===== src/rtl/comb_sweep_pkg.sv =====
// Shared types and constants for the combinational-circuit sweep sequencer.
// Holds the FSM state encoding, default MISR setup and the MISR step function.
package comb_sweep_pkg;

    typedef enum logic [1:0] {
        IDLE,
        DRIVE,
        SAMPLE,
        DONE
    } state_e;

    localparam int          SIG_W_DEF = 16;
    localparam logic [15:0] POLY_DEF  = 16'h1021;
    localparam logic [15:0] SEED_DEF  = 16'hFFFF;

    // One MISR clock at the default signature width: shift, fold the MSB through poly, xor data.
    function automatic logic [SIG_W_DEF-1:0] misr_step(
        input logic [SIG_W_DEF-1:0] sig,
        input logic [SIG_W_DEF-1:0] data,
        input logic [SIG_W_DEF-1:0] poly = POLY_DEF
    );
        return {sig[SIG_W_DEF-2:0], 1'b0} ^ (sig[SIG_W_DEF-1] ? poly : '0) ^ data;
    endfunction

endpackage


===== src/rtl/comb_sweep_misr.sv =====
// Signature register for the sweep: loads SEED on request, folds one sample per step.
// Load wins over step; reset also returns the register to SEED.
module comb_sweep_misr
    import comb_sweep_pkg::*;
#(
    parameter int               SIG_W = SIG_W_DEF,
    parameter int               N_OUT = 3,
    parameter logic [SIG_W-1:0] POLY  = SIG_W'(POLY_DEF),
    parameter logic [SIG_W-1:0] SEED  = SIG_W'(SEED_DEF)
) (
    input  logic             clk,
    input  logic             rst,
    input  logic             load_i,
    input  logic             step_i,
    input  logic [N_OUT-1:0] data_i,
    output logic [SIG_W-1:0] sig_o
);

    logic [SIG_W-1:0] sig_q;
    logic [SIG_W-1:0] sig_d;
    logic [SIG_W-1:0] data_ext;
    logic [SIG_W-1:0] step_val;

    assign data_ext = SIG_W'(data_i);

    if (SIG_W == SIG_W_DEF) begin : g_pkg_step
        assign step_val = misr_step(sig_q, data_ext, POLY);
    end else begin : g_gen_step
        assign step_val = {sig_q[SIG_W-2:0], 1'b0} ^ (sig_q[SIG_W-1] ? POLY : '0) ^ data_ext;
    end

    always_comb begin
        sig_d = sig_q;
        if (load_i) begin
            sig_d = SEED;
        end else if (step_i) begin
            sig_d = step_val;
        end
    end

    always_ff @(posedge clk) begin
        if (rst) begin
            sig_q <= SEED;
        end else begin
            sig_q <= sig_d;
        end
    end

    assign sig_o = sig_q;

endmodule


===== src/rtl/comb_sweep_ctrl.sv =====
// Sweeps every input vector of a combinational circuit, captures its truth table and a MISR signature.
// Optional expected-table checker is built when COMB_SWEEP_CHECK_EN is defined.
//
//   state  | meaning
//   IDLE   | waiting for start; results from the last sweep held
//   DRIVE  | dut_x applied, counting down the settle window
//   SAMPLE | capture dut_f into the table and MISR, then advance or finish
//   DONE   | one-cycle done pulse, busy already low
module comb_sweep_ctrl
    import comb_sweep_pkg::*;
#(
    parameter int               N_IN   = 3,
    parameter int               N_OUT  = 3,
    parameter int               SETTLE = 1,
    parameter int               SIG_W  = SIG_W_DEF,
    parameter logic [SIG_W-1:0] POLY   = SIG_W'(POLY_DEF),
    parameter logic [SIG_W-1:0] SEED   = SIG_W'(SEED_DEF)
) (
    input  logic                          clk,
    input  logic                          rst,
    input  logic                          start,
    output logic                          busy,
    output logic                          done,
    output logic [N_IN-1:0]               dut_x,
    input  logic [N_OUT-1:0]              dut_f,
    output logic [N_IN-1:0]               vec_idx,
    output logic [N_OUT*(2**N_IN)-1:0]    truth,
    output logic [SIG_W-1:0]              signature
`ifdef COMB_SWEEP_CHECK_EN
    ,
    input  logic [N_OUT*(2**N_IN)-1:0]    exp_truth,
    output logic [N_IN:0]                 mismatches,
    output logic [N_IN-1:0]               first_fail,
    output logic                          pass
`endif
);

    localparam int              TW       = N_OUT * (2**N_IN);
    localparam logic [N_IN-1:0] LAST_IDX = '1;
    localparam logic [3:0]      SETTLE_W = 4'(SETTLE);

    state_e            state_q;
    logic [N_IN-1:0]   idx_q;
    logic [N_IN-1:0]   idx_d;
    logic [3:0]        settle_q;
    logic              busy_q;
    logic              done_q;
    logic [TW-1:0]     truth_q;
    logic              accept;
    logic              sample;
    int                slot;

    assign accept = (state_q == IDLE) && start;
    assign sample = (state_q == SAMPLE);
    assign idx_d  = idx_q + 1'b1;
    assign slot   = int'(idx_q) * N_OUT;

    always_ff @(posedge clk) begin
        if (rst) begin
            state_q  <= IDLE;
            idx_q    <= '0;
            settle_q <= '0;
            busy_q   <= 1'b0;
            done_q   <= 1'b0;
            truth_q  <= '0;
        end else begin
            done_q <= 1'b0;
            case (state_q)
                IDLE: begin
                    if (start) begin
                        state_q  <= DRIVE;
                        idx_q    <= '0;
                        settle_q <= SETTLE_W;
                        truth_q  <= '0;
                        busy_q   <= 1'b1;
                    end
                end
                DRIVE: begin
                    if (settle_q != 4'd0) begin
                        settle_q <= settle_q - 4'd1;
                    end else begin
                        state_q <= SAMPLE;
                    end
                end
                SAMPLE: begin
                    truth_q[slot +: N_OUT] <= dut_f;
                    // Last vector ends the sweep; idx is left at the top so it never wraps.
                    if (idx_q == LAST_IDX) begin
                        state_q <= DONE;
                        busy_q  <= 1'b0;
                        done_q  <= 1'b1;
                    end else begin
                        idx_q    <= idx_d;
                        settle_q <= SETTLE_W;
                        state_q  <= DRIVE;
                    end
                end
                DONE: begin
                    state_q <= IDLE;
                end
                default: begin
                    state_q <= IDLE;
                end
            endcase
        end
    end

    comb_sweep_misr #(
        .SIG_W (SIG_W),
        .N_OUT (N_OUT),
        .POLY  (POLY),
        .SEED  (SEED)
    ) u_misr (
        .clk    (clk),
        .rst    (rst),
        .load_i (accept),
        .step_i (sample),
        .data_i (dut_f),
        .sig_o  (signature)
    );

    assign busy    = busy_q;
    assign done    = done_q;
    assign dut_x   = idx_q;
    assign vec_idx = idx_q;
    assign truth   = truth_q;

`ifdef COMB_SWEEP_CHECK_EN
    logic [N_IN:0]   mism_q;
    logic [N_IN-1:0] first_q;
    logic            miss;

    assign miss = sample && (dut_f != exp_truth[slot +: N_OUT]);

    always_ff @(posedge clk) begin
        if (rst || accept) begin
            mism_q  <= '0;
            first_q <= '0;
        end else if (miss) begin
            // Vectors arrive in ascending order, so the first miss is the lowest failing index.
            if (mism_q == '0) begin
                first_q <= idx_q;
            end
            mism_q <= mism_q + 1'b1;
        end
    end

    assign mismatches = mism_q;
    assign first_fail = first_q;
    assign pass       = (mism_q == '0);
`endif

endmodule


===== config.mk =====
export PLATFORM = sky130hd
export DESIGN_NAME = comb_sweep_ctrl
export DESIGN_NICKNAME = d
export VERILOG_FILES = /design/src/rtl/comb_sweep_pkg.sv /design/src/rtl/comb_sweep_misr.sv /design/src/rtl/comb_sweep_ctrl.sv
export SDC_FILE = /design/constraint.sdc
export NUM_CORES = 1
export LEC_CHECK = 0
export BUFFER_PORTS_ARGS = -buffer_cell sky130_fd_sc_hd__buf_2
export CAP_MARGIN = 25
export CORE_UTILIZATION = 50
export DETAILED_ROUTE_END_ITERATION = 8
export GPL_ROUTABILITY_DRIVEN = 0
export PLACE_DENSITY_LB_ADDON = 0.3
export SYNTH_ARGS = -nofsm -noshare
export SYNTH_HDL_FRONTEND = slang
export SYNTH_SLANG_ARGS = --single-unit

===== constraint.sdc =====
create_clock -name clk -period 2.4 [get_ports clk]
set_input_delay 0.48 -clock clk [delete_from_list [all_inputs] [get_ports clk]]
set_output_delay 0.48 -clock clk [all_outputs]
set_load 0.01 [all_outputs]

# Yosys cells after proc, flatten, opt, wreduce, memory -nomap -nowiden
# Index checks and enable logic that the tools add are counted.
[totals] regBits=51 out_inout_bits=48 word_cells=56 in_bits=6
[classes] mul=1 muxes=19 eq_ne=9 add_sub_neg=3 reduce_logical=12 bitwise=3 shifts=2
[ops] operator="$pmux W24 S2" n=1
[ops] operator="$neg A5 Y33" n=1
[ops] operator="$shift A3 B33 Y24 const A" n=1
[ops] operator="$shiftx A3 B33 Y24" n=1
[ops] operator="$bwmux W24" n=1
[ops] operator="$mux W24" n=1
[ops] operator="$xor A16 B16 Y16" n=1
[ops] operator="$xor A16 B3 Y16" n=1
[ops] operator="$mux W13" n=1
[ops] operator="$mux W4" n=3
[ops] operator="$pmux W4 S3" n=1
[ops] operator="$ne A2 B2 Y1 const B" n=4
[ops] operator="$pmux W2 S4" n=1
[ops] operator="$mux W2" n=3
[ops] operator="$mux W3" n=2
[ops] operator="$pmux W3 S2" n=1
[ops] operator="$reduce_and A3 Y1" n=2
[ops] operator="$mul A3 B2 Y5 const B" n=1
[ops] operator="$eq A2 B2 Y1 const B" n=2
[ops] operator="$reduce_and A2 Y1" n=2
[ops] operator="$reduce_and A4 Y1" n=1
[ops] operator="$reduce_bool A4 Y1" n=1
[ops] operator="$reduce_or A2 Y1" n=2
[ops] operator="$sub A4 B1 Y4 const B" n=1
[ops] operator="other kinds (11)" n=13

# Longest topological paths before layout
# Gate-level depths: netlist of the first run.
[logic_depth] word_depth=5 mapped_depth=6 ltp_nobuf=6

# Cells and area by module
# Synthesis of the first run repeated with hierarchy kept, for this count alone.
[hier_totals] cells_unflattened=248 hier_area_um2=2336.0
[modules_own_cells] mod="comb_sweep_ctrl" area_per_inst_um2=1609.0 cells_per_inst=180 n_inst=1
[modules_own_cells] mod="comb_sweep_misr" area_per_inst_um2=726.9 cells_per_inst=68 n_inst=1

# Worst setup path before layout of the first run
# No wires, ideal clock.
[synth_timing] path_kind="reg-to-reg" from="register idx_q[0] (netlist: dut_x[0])" to="register truth_q[18] (netlist: truth[18])" t_arrival_ps=1717 period_less_slack_ps=1788 path_slack_ps=612 setup_time_ps=71 t_required_ps=2329 stages_incl_launch_ff=6 path_cell_list="dfxtp_1 > inv_1 > ha_1 > nor3b_1 > nand3_1 > a21oi_1"
[synth_via] elab_chain_cells=5 word_cells_on_any_way=6
[synth_lines] element="start, declared" line_no="comb_sweep_ctrl.sv:43" rtl="logic [N_IN-1:0] idx_q;"
[synth_lines] element="start signal, assigned" line_no="comb_sweep_ctrl.sv:93" rtl="idx_q <= idx_d;"
[synth_lines] element="$mul A3 B2 Y5 (*)" line_no="comb_sweep_ctrl.sv:56" rtl="assign slot = int'(idx_q) * N_OUT;"
[synth_lines] element="$neg A5 Y33 (*)" line_no="comb_sweep_ctrl.sv:86" rtl="truth_q[slot +: N_OUT] <= dut_f;"
[synth_lines] element="$shiftx A3 B33 Y24 or $shift A3 B33 Y24 (tied branches)" line_no="comb_sweep_ctrl.sv:86"
[synth_lines] element="$bwmux W24 (*)" line_no="comb_sweep_ctrl.sv:86"
[synth_lines] element="$pmux W24 S2 (*)" line_no="comb_sweep_ctrl.sv:68" rtl="case (state_q)"
[synth_lines] element="end signal, assigned by index" line_no="comb_sweep_ctrl.sv:86"
[synth_lines] element="end, declared" line_no="comb_sweep_ctrl.sv:48" rtl="logic [TW-1:0] truth_q;"
# Every way passes the cells marked *; elsewhere a longest branch is shown, timed or not.
# A chain may end at the register's enable or synchronous reset.

# Worst setup path in the final report of the first run
[layout_timing] from="register idx_q[0] (netlist: dut_x[0])" to="register truth_q[13] (netlist: truth[13])"
# Same word-level chain as after synthesis.

==> metrics.md, run 1 <==
| Metric | Value |
|---|---|
| Mapped Area | `~0.0023 mm^2` |
| Synth Warn # | `0` |
| Average wire per cell in the routed design | `between 10 and 15 um` |
| Design Area, Final | `~0.0026 mm^2` |
| M2 GR Usage | `about 31%` |
| Clk slew on worst S/H paths | `roughly 0.09 ns` |
| Routed Antenna Nets | `0` |
| Hold Crit Class | `flip-flop to flip-flop` |
| Overall Global Routing Usage | `between 20% and 30%` |
| Reg2Reg Setup Slack | `0.40 ns` |
| Critical Path End Type | `flip-flop` |
| DRC Markers | `0` |
| Worst Setup SP | `dut_x[0]$_SDFFE_PP0P_` |
| Max-cap violations | `0` |
| H-tree depth | `2` |
| Slew Viols, Final | `0` |
| Vias/cell | `approximately 5.3` |
| Async set-reset flop share out of synthesis | `0%` |
| Pwr Density | `705 mW/mm^2` |
| Antenna diode count | `0` |
| First-pass GRT wire length | `around 7800 um` |
| Number of port buffers | `53` |
| DP Wirelength | `3180 um` |
| Peak supply drop | `about 0.38 mV` |
| Synthesized flop and latch total | `slightly above 50` |
| Boundary pin count | `54` |
| CTS Buf Count | `5` |
| Reg-to-reg critical path startpoint | `dut_x[0]$_SDFFE_PP0P_` |
| Syn Inst Count | `roughly 260` |
| Measured slew at the worst slew-check pin | `roughly 0.63 ns` |
| Fraction of layout cells with a size suffix above 1 | `roughly 22%` |
| Count leader, synth | `dfxtp_1` |
| Largest area contributor in the netlist | `dfxtp_1` |
| Worst Skew | `approximately 0.0067 ns` |
| Capturing point of the worst reg2reg path | `truth[13]$_SDFFE_PP0P_` |
| WHS Path Cells | `2` |
| Global routing's busiest layer | `met2` |
| CP arrival | `approximately 2.2 ns` |
| LEAKAGE | `roughly 1.1 nW` |
| CTS sink cnt | `a little over 50` |
| CP Buf/Inv Count | `1` |
| Largest net degree at the start of global routing | `37` |
| Total Neg Setup Slack | `0 ns` |
| Sequential element share of the synthesized area | `a little under half` |
| Area Growth Syn to Fin | `14.2%` |
| Worst hold slack | `roughly 0.46 ns` |
| Cts repair resizes | `0` |
| Placed Area | `0.00245 mm^2` |
| Die Ht | `69.2 um` |
| Final Hold Vio Count | `0` |
| Gr ovfl total | `0` |
| Crit path to | `truth[13]$_SDFFE_PP0P_` |
| Number of core rows | `24` |
| DR pass1 iterations | `4` |
| Worst slew margin | `between 50% and 60%` |
| Vias in the first global route | `1,679` |
| Via Count | `1,840` |
| Tmin final | `~2 ns` |
| Setup Fix Bufs, Post-CTS | `0` |
| Die width | `about 70 um` |
| Syn_nets | `roughly 270` |
| Synth top cells by count | `dfxtp_1 (51), nand2_1 (38), nand3_1 (27)` |
| CP max stage cell | `dfxtp_1` |
| Top-area cell type share of the netlist area | `45.2%` |
| Area contributors post-synth | `dfxtp_1 (45%), nand2_1 (6.3%), nand3_1 (6.0%)` |
| Initial core utilization | `between 50% and 60%` |
| Req. time, crit path | `around 2.6 ns` |
| CTS tree | `done` |
| CP Cell Sequence | `inv_1, ha_1, nor3b_1, a21oi_1, nor4_2, mux2i_1` |
| RSZ-0062 raised after global routing | `no` |
| Met1 GRT Util | `27.4%` |
| Fin crit share | `83.4%` |
| Slowest Stage Delay on Critical Path | `0.54 ns` |
| Max Freq | `~500 MHz` |
| Critical-path maximum fanout | `10` |
| Clk root buf | `clkbuf_8` |
| Met3 usage | `under 10%` |
| Post-synth EDFFs | `0` |
| Final setup fails | `0` |
| Initial DRC count | `70` |
| Main synth FF type | `dfxtp_1` |
| Crit path max-delay family | `simple AND/OR/NAND/NOR gates` |
| Worst R2R Path Depth | `6` |
| Syn Area/Cell | `around 8.6 um^2` |
| Setup Crit Path Kind | `flip-flop to flip-flop` |
| Layout Nets | `309` |
| Initial antenna violation count | `0` |
| Crit start category | `flip-flop` |
| Routed Wire Length | `between 4000 and 5000 um` |
| Post-CTS Hold Fix Bufs | `0` |
| Status | `finished, final reports clean` |
| Worst skew pair latency | `0.30 ns` |
| Clk buf depth | `2` |
| Number of distinct library cells after synthesis | `40` |
| Die ar. | `approximately 0.0048 mm^2` |
| Worst path depth | `6` |
| CORE AREA | `about 0.0044 mm^2` |
## placed cells by master (no fill, tap or decap), types with 9 or more instances in the layout
master and count:
dfxtp_1 51, nand3_1 27, inv_1 17, a21oi_1 9
nand2_1 38, nor2_1 14, buf_2 53, o32ai_1 12
## flip-flops by register name, summed over array words and instances, names as in the netlist
name          count
settle_q          4
done              1
dut_x             3
u_misr.sig_o     16
truth            24
state_q           2
busy              1
## power by group
| part | internal (mW) | leakage (nW) | switching, mW |
|---|---|---|---|
| clock | 0.417 | 0.0654 | 0.272 |
| combinational | 0.0851 | 0.631 | 0.141 |
| sequential | 0.875 | 0.413 | 0.0309 |
| total | 1.38 | 1.11 | 0.444 |
## cells by family after synthesis
group / synth area share [%]
AND/OR/NAND/NOR: 23.2
flip-flops: 45.2
buffers and inverters: 10.1
AO/OA/AOI/OAI: 12.8
XOR/XNOR: 2.71
multiplexers: 2.66
adder cells (fa/ha/maj): 3.32
## per-layer routing
layer	up-vias	wire, um
li1	950	-
met1	847	2250
met2	39	2030
met3	4	173
met4	0	51
met5	-	0
## metrics by stage
stage               instances  util, %  worst slack (ns)  total power, mW
floorplan                 262        -             0.612             1.10
global placement          342     56.2             0.492             1.15
detailed placement        342     56.2             0.401             1.15
CTS                       350     59.3             0.379             1.83
global route              350     59.3             0.163             1.90
finish                    350     59.3             0.399             1.82
## area by class of cell
type | count | area, um^2
Sequential cell | 51 | 1020
Inverter | 17 | 63.8
Timing Repair Buffer | 56 | 288
Clock buffer | 6 | 72.6
Clock inverter | 2 | 60.1
Multi-Input combinational cell | 166 | 1010
Fill cell | 389 | 1770
Tap cell | 52 | 65.1
## worst min-delay path by stage
stage / from / end
final: truth[14]$_SDFFE_PP0P_ / truth[14]$_SDFFE_PP0P_
after global routing: truth[6]$_SDFFE_PP0P_ / truth[6]$_SDFFE_PP0P_
after CTS: truth[14]$_SDFFE_PP0P_ / truth[14]$_SDFFE_PP0P_
after detailed placement: truth[14]$_SDFFE_PP0P_ / truth[14]$_SDFFE_PP0P_
after global placement: truth[12]$_SDFFE_PP0P_ / truth[12]$_SDFFE_PP0P_
after floorplan: settle_q[0]$_SDFFE_PP0P_ / settle_q[0]$_SDFFE_PP0P_
## worst register-to-register path, cell delays in order (launching register included)
cell	delay, ns
dfxtp_1	0.54
inv_1	0.16
ha_1	0.30
nor3b_1	0.21
a21oi_1	0.07
nor4_2	0.42
mux2i_1	0.24
No activity file was read; power rests on OpenSTA's default activity.
==> inputs of run 2 (changes only) <==
--- a/config.mk
+++ b/config.mk
@@ -5,9 +5,10 @@
 export SDC_FILE = /design/constraint.sdc
 export NUM_CORES = 1
 export LEC_CHECK = 0
+export ABC_AREA = 1
 export BUFFER_PORTS_ARGS = -buffer_cell sky130_fd_sc_hd__buf_2
 export CAP_MARGIN = 25
-export CORE_UTILIZATION = 50
+export CORE_UTILIZATION = 48
 export DETAILED_ROUTE_END_ITERATION = 8
 export GPL_ROUTABILITY_DRIVEN = 0
 export PLACE_DENSITY_LB_ADDON = 0.3
==> constraint.sdc (replaced) <==
create_clock -name clk -period 1.81 [get_ports clk]
set_input_delay 0.362 -clock clk [delete_from_list [all_inputs] [get_ports clk]]
set_output_delay 0.362 -clock clk [all_outputs]
set_load 0.01 [all_outputs]
==> run 2 against run 1 <==
  * Register-to-register slack got worse by 0.21 ns
  * First-iteration DRC count rose by 140%
  * Worst hold slack got worse by 0.077 ns
  * Synthesized cell count rose by 18%
  * Area after synthesis rose by 3.1%
  * Critical path type unchanged
  * Global-route usage rose by 0.45 points
  * Setup slack got worse by 0.21 ns
  * Design area rose by 1.8%
  * Non-clock buffer count rose by 1
==> metrics.md, run 2 <==
| Metric | Value |
|---|---|
| Commonest non-fill, non-tap cells in the layout | `nand2_1 (63), buf_2 (53), dfxtp_1 (49), nand3_1 (46), a21oi_1 (38)` |
| Synth Warn # | `0 (unchanged)` |
| Layout Nets | `360 (+17%)` |
| Die Ht | `71.7 um (+3.5%)` |
| Post-route setup slack | `0.189 ns (-0.210 ns)` |
| Number of distinct library cells after synthesis | `29 (-28%)` |
| CORE AREA | `0.00450 mm^2 (+3.4%)` |
| Clk slew on worst S/H paths | `0.09 ns (about the same)` |
| Main synth FF type | `dfxtp_1` |
| Req. time, crit path | `2.00 ns (-0.64 ns)` |
| First-pass GRT wire length | `8280 um (+6.7%)` |
| CP max stage cell | `dfxtp_2` |
| Number of port buffers | `53 (unchanged)` |
| Max-cap violations | `0 (unchanged)` |
| Hold Crit Class | `input pin to flip-flop` |
| Post-CTS Hold Fix Bufs | `0 (unchanged)` |
| Setup Crit Path Kind | `flip-flop to flip-flop` |
| Slowest Stage Delay on Critical Path | `0.43 ns (-0.11 ns)` |
| Gr ovfl total | `0 (unchanged)` |
| Clk root buf | `clkbuf_8` |
| Final setup fails | `0 (unchanged)` |
| LEAKAGE | `1.14 nW (+2.5%)` |
| CTS tree | `done` |
| Routed Antenna Nets | `0 (unchanged)` |
| Crit path max-delay family | `simple AND/OR/NAND/NOR gates` |
| Area contributors post-synth | `dfxtp_1 (44%), nand2_1 (10%), nand3_1 (9.9%)` |
| Syn Inst Count | `308 (+18%)` |
| Number of core rows | `24 (unchanged)` |
| DR pass1 iterations | `4 (unchanged)` |
| Tmin final | `1.62 ns (-0.380 ns)` |
| Total Neg Setup Slack | `0 ns (unchanged)` |
| Largest area contributor in the netlist | `dfxtp_1` |
| Largest net degree at the start of global routing | `31 (-16%)` |
| Sequential element share of the synthesized area | `43.8% (-1.4 points)` |
| Routed Wire Length | `5080 um (+13%)` |
| Worst Skew | `0.00541 ns (-0.00130 ns)` |
| Clk buf depth | `2 (unchanged)` |
| CP Buf/Inv Count | `2 (+1)` |
| Max Freq | `617 MHz (+23%)` |
| Vias/cell | `5.34 (+1.6%)` |
| Setup Fix Bufs, Post-CTS | `0 (unchanged)` |
| H-tree depth | `2 (unchanged)` |
| Design Area, Final | `0.00263 mm^2 (+1.8%)` |
| Antenna diode count | `0 (unchanged)` |
| Initial antenna violation count | `0 (unchanged)` |
| Boundary pin count | `54 (unchanged)` |
| Fin crit share | `89.5% (+6.2 points)` |
| Initial DRC count | `166 (+140%)` |
| Max FFs per register | `24 (unchanged)` |
| Via Count | `2,141 (+16%)` |
| Pwr Density | `857 mW/mm^2 (+21%)` |
| Critical-path maximum fanout | `6 (-4)` |
| Placed Area | `0.00253 mm^2 (+3.5%)` |
| Count leader, synth | `nand2_1` |
| Critical Path End Type | `flip-flop` |
| Commonest non-fill, non-tap cell in the layout | `nand2_1` |
| Final Hold Vio Count | `0 (unchanged)` |
| CTS sink cnt | `51 (unchanged)` |
| DP Wirelength | `3640 um (+15%)` |
| Reg2Reg Setup Slack | `0.19 ns (-0.21 ns)` |
| Measured slew at the worst slew-check pin | `0.319 ns (-0.307 ns)` |
| Worst skew pair latency | `0.31 ns (about the same)` |
| Fraction of layout cells with a size suffix above 1 | `24.9% (+2.4 points)` |
| CP arrival | `1.81 ns (-0.43 ns)` |
| # fillers | `429 (+10%)` |
| Mapped Area | `0.00233 mm^2 (+3.1%)` |
| Initial core utilization | `51.7% (-0.17 points)` |
| Post-layout util | `58.3% (-0.95 points)` |
| RSZ-0062 raised after global routing | `no` |
| Pre-CTS setup slack | `0.0876 ns (-0.314 ns)` |
| Average wire per cell in the routed design | `12.7 um (-1.5%)` |
| Top-area cell type share of the netlist area | `43.8% (-1.4 points)` |
| CTS Buf Count | `5 (unchanged)` |
| Overall Global Routing Usage | `20.6% (+0.45 points)` |
| Crit start category | `flip-flop` |
| Die ar. | `0.00514 mm^2 (+7.2%)` |
| Async set-reset flop share out of synthesis | `0% (unchanged)` |
| Vias in the first global route | `1,812 (+7.9%)` |
| Syn Area/Cell | `7.56 um^2 (-12%)` |
| Peak supply drop | `0.405 mV (+5.9%)` |
| Worst slew margin | `78.7% (+20 points)` |
| DRC Markers | `0 (unchanged)` |
| Status | `finished, final reports clean` |
| Synth top cells by count | `nand2_1 (63), dfxtp_1 (51), nand3_1 (46)` |
| Die width | `71.7 um (+3.5%)` |
| Area Growth Syn to Fin | `12.8%` |
| CP Cell Sequence | `inv_1, ha_1, inv_1, nand2_1, nor2_2, nand3_1, nand3_1, a21oi_1` |
| Syn_nets | `320 (+17%)` |
| Slew Viols, Final | `0 (unchanged)` |
| Post-synth EDFFs | `0 (unchanged)` |
| Synthesized flop and latch total | `51 (unchanged)` |
[run 2: cell count changes after synthesis, sizes merged, moves of 7 or more]
cell    previous run  this run
nand2             38        67
a21oi             10        38
nand3             27        49
nor2              14        26
o32ai             12         0
clkbuf            10         3
inv               17        24
[run 2: timing repair]
action,in CTS,in global routing
hold endpoints to repair,0,0
gates resized for setup,0,3
endpoints found under the setup margin,0,10
[run 2: per-stage QoR]
step,power [mW],instances,hold slack (ns)
5_1_grt,2.36,401,0.389
4_1_cts,2.26,401,0.370
6_report,2.25,401,0.380
3_5_place_dp,1.62,393,0.454
2_1_floorplan,1.54,308,0.459
3_3_place_gp,1.61,393,0.449
[run 2: final timing paths]
check | from | end | cells after the start
worst max-delay path | dut_x[1]$_SDFFE_PP0P_ | truth[1]$_SDFFE_PP0P_ | 8
worst min-delay path | dut_f[1] | u_misr.sig_o[1]$_SDFFE_PP1P_ | 3
worst max register to register | dut_x[1]$_SDFFE_PP0P_ | truth[1]$_SDFFE_PP0P_ | 8
worst min register to register | busy$_SDFFE_PP0P_ | busy$_SDFFE_PP0P_ | 2
[run 2: logic make-up (layout without fill, tap and decap cells)]
group / Yosys count / in the layout / share of synthesized area (%)
buffers and inverters: 49 / 90 / 10.8
AO/OA/AOI/OAI: 48 / 48 / 10.4
adder cells (fa/ha/maj): 6 / 6 / 3.22
AND/OR/NAND/NOR: 151 / 151 / 30.6
XOR/XNOR: 3 / 3 / 1.13
flip-flops: 51 / 51 / 43.8
[run 2: area by class of cell]
class                           count  area [um^2]  share of cell area (%)
Sequential cell                    51         1020                    39.0
Timing Repair Buffer               57          295                    11.2
Tap cell                           52         65.1                    2.48
Clock buffer                        5         68.8                    2.62
Clock inverter                      3         20.0                   0.762
Inverter                           25         96.3                    3.67
Multi-Input combinational cell    208         1060                    40.3
[run 2: where the power goes]
| group | internal [mW] | total [mW] | leakage (nW) | switching, mW |
|---|---|---|---|---|
| clock network | 0.269 | 0.651 | 0.0402 | 0.381 |
| logic | 0.125 | 0.388 | 0.682 | 0.263 |
| registers | 1.17 | 1.21 | 0.414 | 0.0400 |
| total | 1.57 | 2.25 | 1.14 | 0.684 |
[run 2: worst reg2reg max path, delay by kind of cell, from the launching register on]
family | cells | cell delay (ns)
and+or+nand+nor | 4 | 0.44
DFF | 1 | 0.43
buffers and inverters | 2 | 0.19
AOI/OAI and AO/OA | 1 | 0.06
adders and majority gates | 1 | 0.37
[run 2: per-layer routing]
layer	track usage (%)	wire length, um	vias up
met5	0	0	-
met4	10.9	125	0
met3	4.22	290	13
met2	30.2	2220	64
met1	28.5	2450	983
li1	-	-	1081
